`src/rtl/skid_buffer_pkg.sv`:
```
// Shared constants for the skid buffer: state encoding and default word width.
package skid_buffer_pkg;
  localparam int SKID_LENGTH = 32;

  localparam logic [1:0] SKID_EMPTY = 2'd0;
  localparam logic [1:0] SKID_ONE   = 2'd1;
  localparam logic [1:0] SKID_TWO   = 2'd2;

  typedef enum logic [1:0] {
    ST_EMPTY = SKID_EMPTY,
    ST_ONE   = SKID_ONE,
    ST_TWO   = SKID_TWO
  } skid_state_e;
endpackage

```
`src/rtl/skid_buffer_if.sv`:
```
// Upstream/downstream handshake bundle seen by the skid buffer.
interface skid_buffer_if #(parameter int LENGTH = 32);
  logic [LENGTH-1:0] i_data;
  logic              i_valid;
  logic              o_ready;
  logic [LENGTH-1:0] o_data;
  logic              o_valid;
  logic              i_ready;
  logic              i_flush;

  modport slave (
    input  i_data, i_valid, i_ready, i_flush,
    output o_ready, o_data, o_valid
  );

  modport master (
    output i_data, i_valid, i_ready, i_flush,
    input  o_ready, o_data, o_valid
  );
endinterface

```
`src/rtl/skid_buffer_ctrl.sv`:
```
// Occupancy FSM and registered upstream ready; steers the two data registers.
module skid_buffer_ctrl
  import skid_buffer_pkg::*;
(
  input  logic clk,
  input  logic resetn,
  input  logic up_valid,
  input  logic dn_ready,
  input  logic flush,
  output logic ready,
  output logic valid,
  output logic main_load,
  output logic main_sel_skid,
  output logic skid_load
);
  skid_state_e state, nxt;
  logic        ready_q;
  logic        in_fire, out_fire;

  assign valid    = (state != ST_EMPTY);
  assign ready    = ready_q;
  assign in_fire  = up_valid & ready_q;
  assign out_fire = valid & dn_ready;

  always_ff @(posedge clk) begin
    if (!resetn) begin
      state   <= ST_EMPTY;
      ready_q <= 1'b0;
    end else begin
      state   <= nxt;
      ready_q <= (nxt != ST_TWO);
    end
  end

  always_comb begin
    nxt           = state;
    main_load     = 1'b0;
    main_sel_skid = 1'b0;
    skid_load     = 1'b0;
    if (flush) begin
      // Squash drops everything, including a word handshaking this cycle.
      nxt = ST_EMPTY;
    end else begin
      case (state)
        ST_EMPTY: if (in_fire) begin
          main_load = 1'b1;
          nxt       = ST_ONE;
        end
        ST_ONE: begin
          if (in_fire && out_fire) begin
            main_load = 1'b1;
          end else if (in_fire) begin
            skid_load = 1'b1;
            nxt       = ST_TWO;
          end else if (out_fire) begin
            nxt = ST_EMPTY;
          end
        end
        ST_TWO: if (out_fire) begin
          main_load     = 1'b1;
          main_sel_skid = 1'b1;
          nxt           = ST_ONE;
        end
        default: nxt = ST_EMPTY;
      endcase
    end
  end
endmodule

```
`src/rtl/skid_buffer.sv`:
```
// Two-entry valid/ready pipeline register; ready toward upstream is a flop.
module skid_buffer
  import skid_buffer_pkg::*;
#(
  parameter int LENGTH = SKID_LENGTH
) (
  input logic          clk,
  input logic          resetn,
  skid_buffer_if.slave bus
);
  logic [LENGTH-1:0] main_q, skid_q;
  logic              main_load, main_sel_skid, skid_load;

  skid_buffer_ctrl u_ctrl (
    .clk           (clk),
    .resetn        (resetn),
    .up_valid      (bus.i_valid),
    .dn_ready      (bus.i_ready),
    .flush         (bus.i_flush),
    .ready         (bus.o_ready),
    .valid         (bus.o_valid),
    .main_load     (main_load),
    .main_sel_skid (main_sel_skid),
    .skid_load     (skid_load)
  );

  always_ff @(posedge clk) begin
    if (!resetn) begin
      main_q <= '0;
      skid_q <= '0;
    end else begin
      if (main_load) main_q <= main_sel_skid ? skid_q : bus.i_data;
      if (skid_load) skid_q <= bus.i_data;
    end
  end

  assign bus.o_data = main_q;
endmodule
```
`src/flat_wrapper.sv`:
```
// flat-port wrapper written by rule: the top's interface ports become plain ports
module skid_buffer_flat import skid_buffer_pkg::*;
#(
  parameter int LENGTH = SKID_LENGTH
)
  (clk, resetn, bus_i_data, bus_i_valid, bus_i_ready, bus_i_flush, bus_o_ready, bus_o_data, bus_o_valid);
  skid_buffer_if #(.LENGTH(LENGTH)) bus_i ();
  input logic clk;
  input logic resetn;
  input wire logic [$bits(bus_i.i_data)-1:0] bus_i_data;
  input wire logic [$bits(bus_i.i_valid)-1:0] bus_i_valid;
  input wire logic [$bits(bus_i.i_ready)-1:0] bus_i_ready;
  input wire logic [$bits(bus_i.i_flush)-1:0] bus_i_flush;
  output wire logic [$bits(bus_i.o_ready)-1:0] bus_o_ready;
  output wire logic [$bits(bus_i.o_data)-1:0] bus_o_data;
  output wire logic [$bits(bus_i.o_valid)-1:0] bus_o_valid;
  assign bus_i.i_data = bus_i_data;
  assign bus_i.i_valid = bus_i_valid;
  assign bus_i.i_ready = bus_i_ready;
  assign bus_i.i_flush = bus_i_flush;
  assign bus_o_ready = bus_i.o_ready;
  assign bus_o_data = bus_i.o_data;
  assign bus_o_valid = bus_i.o_valid;
  skid_buffer #(.LENGTH(LENGTH)) u_core (.clk(clk), .resetn(resetn), .bus(bus_i));
endmodule
```
`config.mk`:
```
export PLATFORM = sky130hd
export DESIGN_NAME = skid_buffer_flat
export DESIGN_NICKNAME = d
export VERILOG_FILES = /design/src/rtl/skid_buffer_pkg.sv /design/src/rtl/skid_buffer_if.sv /design/src/rtl/skid_buffer_ctrl.sv /design/src/rtl/skid_buffer.sv /design/src/flat_wrapper.sv
export SDC_FILE = /design/constraint.sdc
export NUM_CORES = 1
export LEC_CHECK = 0
export BUFFER_PORTS_ARGS = -buffer_cell sky130_fd_sc_hd__buf_4
export CELL_PAD_IN_SITES_DETAIL_PLACEMENT = 2
export CELL_PAD_IN_SITES_GLOBAL_PLACEMENT = 2
export CORE_UTILIZATION = 35
export CTS_CLUSTER_DIAMETER = 150
export CTS_CLUSTER_SIZE = 12
export DETAILED_ROUTE_END_ITERATION = 6
export GPL_TIMING_DRIVEN = 0
export PLACE_DENSITY = 0.93
export SYNTH_ARGS = -nofsm -noshare
export SYNTH_HDL_FRONTEND = slang
export SYNTH_SLANG_ARGS = --single-unit
```
`constraint.sdc`:
```
create_clock -name clk -period 4.7 [get_ports clk]
set_clock_uncertainty 0.1 [all_clocks]
set_input_delay 0.94 -clock clk [delete_from_list [all_inputs] [get_ports clk]]
set_output_delay 0.94 -clock clk [all_outputs]
set_load 0.02 [all_outputs]
```
==> out/results.ini <==
[outcome]
status=completed

[die]
die-height_um=94.0
die_width_um=94.0
die_area_um2=8840
coreArea_um2=8220
io_pins=71
rows=33
start_util_pct=36.1

[clocking]
cts_root_buf=clkbuf_8
ctsResizeCount=0
clkLatencyLatePin_ns=0.34
cts_made_buffers=9
cts_setup_buffers=0
clock_sinks=67
cts-htree-levels=3
cts_hold_buffers=0
cts_tree=built
ctsLongestPathBuffers=2
clkTransAtPathRegs_ns=0.08

[critical_path]
timing.rr.end=u_core.bus.o_data[17]
worstSetupPathType=register to output port
cp_max_fo=9
crit_required_ns=3.66
worstPathArrival_ns=1.15
critPathCapture=bus_o_valid
startpoint_type=register
critPathCaptureType=output port
worstSetupStartpoint=u_core.u_ctrl.state[0]
r2r_start=u_core.u_ctrl.state[1]
reg2reg_depth=5
reg2reg_slack_ns=2.97

[synth]
synth-edff-count=0
ys_seq_area_share_pct=45.3
yosysUniqueCellTypes=26
syn_inst=303
async_reset_ff_share_pct=0
synth_fp_nets=340
syn_avg_cell_area_um2=9.78
netlist_area_um2=2960
ys.flop_type=dfxtp_1
synth_warnings=0
ys_seq_elements=67

[detailed_routing]
avgRoutedWirePerCell_um=17.5
wl_mm=8.62
dr_wl_met2_mm=4.40
routed-via-count=2475
avgViaCountPerCell=5.02
wl_met1_mm=3.93
firstDrtPassIters=4
drt_iter0_drc=48
routed-wl-met3_um=209
drc=0
maxUsedRoutingLayer=met4
ant_nets=0

[timing]
drv_slew=0
rsz0062_at_grt=false
setup-tns-final_ns=0
slew_headroom_pct=68.1
period_share_pct=46.5
fin_crit_ns=2.19
hold_viol=0
setup_viol=0
tightest_slew_ns=0.479
fmax_mhz=457

[layout]
final_nets=420
drive_above_1_share_pct=27.3
areaGrowthSynthToFinish_pct=28.7
diodes=0
most-common-layout-cells=97 x nand2_1, 75 x buf_4, 67 x dfxtp_1
utilization_pct=46.4
multiInputGateArea_um2=1410
n_fill_cell=891
final_common_cell=nand2_1
seqCellArea_um2=1340

[global_routing]
grtUsageTotal_pct=20.6
grt_max_degree=13
grt_pass1_wl_mm=13.8
antenna_found_initial=0
overflow=0
grt_pass1_vias=2710

[placed_design]
io_buffers=69
place.gp.congestion=0.722
dp_hpwl_mm=6.19

[power_and_ir_drop]
ir_worst_vdd_v=0.000134
p_leak_uw=0.00178
pwr_density_cell_nw_per_um2=328

[run]
cap_violations=0

[hold_path]
hp-class=register to register

per-layer routing:
metal / vias up / GRT usage, %
met5: - / 0
met3: 6 / 2.67
met1: 1221 / 25.1
li1: 1201 / -
met2: 47 / 36.6
met4: 0 / 7.69
synth_stat cells (2+ instances only):
| cell type | instances | area share, % |
|---|---|---|
| clkbuf_1 | 7 | 0.89 |
| o211a_1 | 32 | 11 |
| buf_4 | 6 | 1.5 |
| dfxtp_1 | 67 | 45 |
| mux2i_1 | 33 | 11 |
| nand2_1 | 97 | 12 |
| buf_12 | 3 | 2.0 |
| a21boi_1 | 32 | 8.1 |
| buf_6 | 5 | 1.9 |
| buf_2 | 4 | 0.68 |
| and3b_1 | 2 | 0.59 |
cell families (layout without fill, tap and decap cells):
logic type	after synthesis	in the layout	share of synthesized area, %
AND/OR/NAND/NOR	111	111	16.3
flip-flops	67	67	45.3
AO/OA/AOI/OAI	66	66	19.9
multiplexers	34	34	11.5
buffers and inverters	25	110	7.01
final cells by class:
type / instances / share of cell area, %
multi-input combinational: 211 / 37.1
sequential: 67 / 35.2
timing repair buffer: 69 / 13.6
buffer: 25 / 5.45
clock buffer: 10 / 3.61
tap: 105 / 3.44
clock inverter: 6 / 1.67
per-stage QoR:
| stage | instance area, um2 | power [uW] | worst slack, ns | hold WS (ns) | instances |
|---|---|---|---|---|---|
| after floorplan | 2960 | 693 | 2.67 | 0.335 | 303 |
| after global placement | 3610 | 766 | 2.38 | 0.340 | 477 |
| after detailed placement | 3610 | 773 | 2.35 | 0.349 | 477 |
| after CTS | 3810 | 1270 | 2.49 | 0.361 | 493 |
| after global routing | 3810 | 1300 | 2.47 | 0.384 | 493 |
| final | 3810 | 1250 | 2.51 | 0.357 | 493 |
sequential cells by signal, summed over array words and instances (netlist names):
register,count
u_core.skid_q,32
u_core.u_ctrl.state,2
u_core.u_ctrl.ready,1
u_core.bus.o_data,32
power breakdown:
part	total, uW	switching [uW]	internal [uW]
logic	158	81.2	77.2
registers	601	12.8	588
clock network	492	233	260
total	1250	327	925
how the worst min path moves through the flow:
stage / from / to / slack [ns] / cells after the start
3_3_place_gp: u_core.skid_q[16] / u_core.skid_q[16] / 0.34 / 2
5_1_grt: u_core.skid_q[21] / u_core.skid_q[21] / 0.38 / 2
4_1_cts: u_core.skid_q[21] / u_core.skid_q[21] / 0.36 / 2
2_1_floorplan: u_core.skid_q[0] / u_core.skid_q[0] / 0.33 / 2
6_report: u_core.skid_q[21] / u_core.skid_q[21] / 0.36 / 2
3_5_place_dp: u_core.skid_q[21] / u_core.skid_q[21] / 0.35 / 2
worst max-delay path, stage by stage (launching register included):
cell and delay [ns]:
dfxtp_1 0.31, buf_6 0.13, or2_1 0.22, buf_4 0.16
Power figures use the tool's default switching activity.
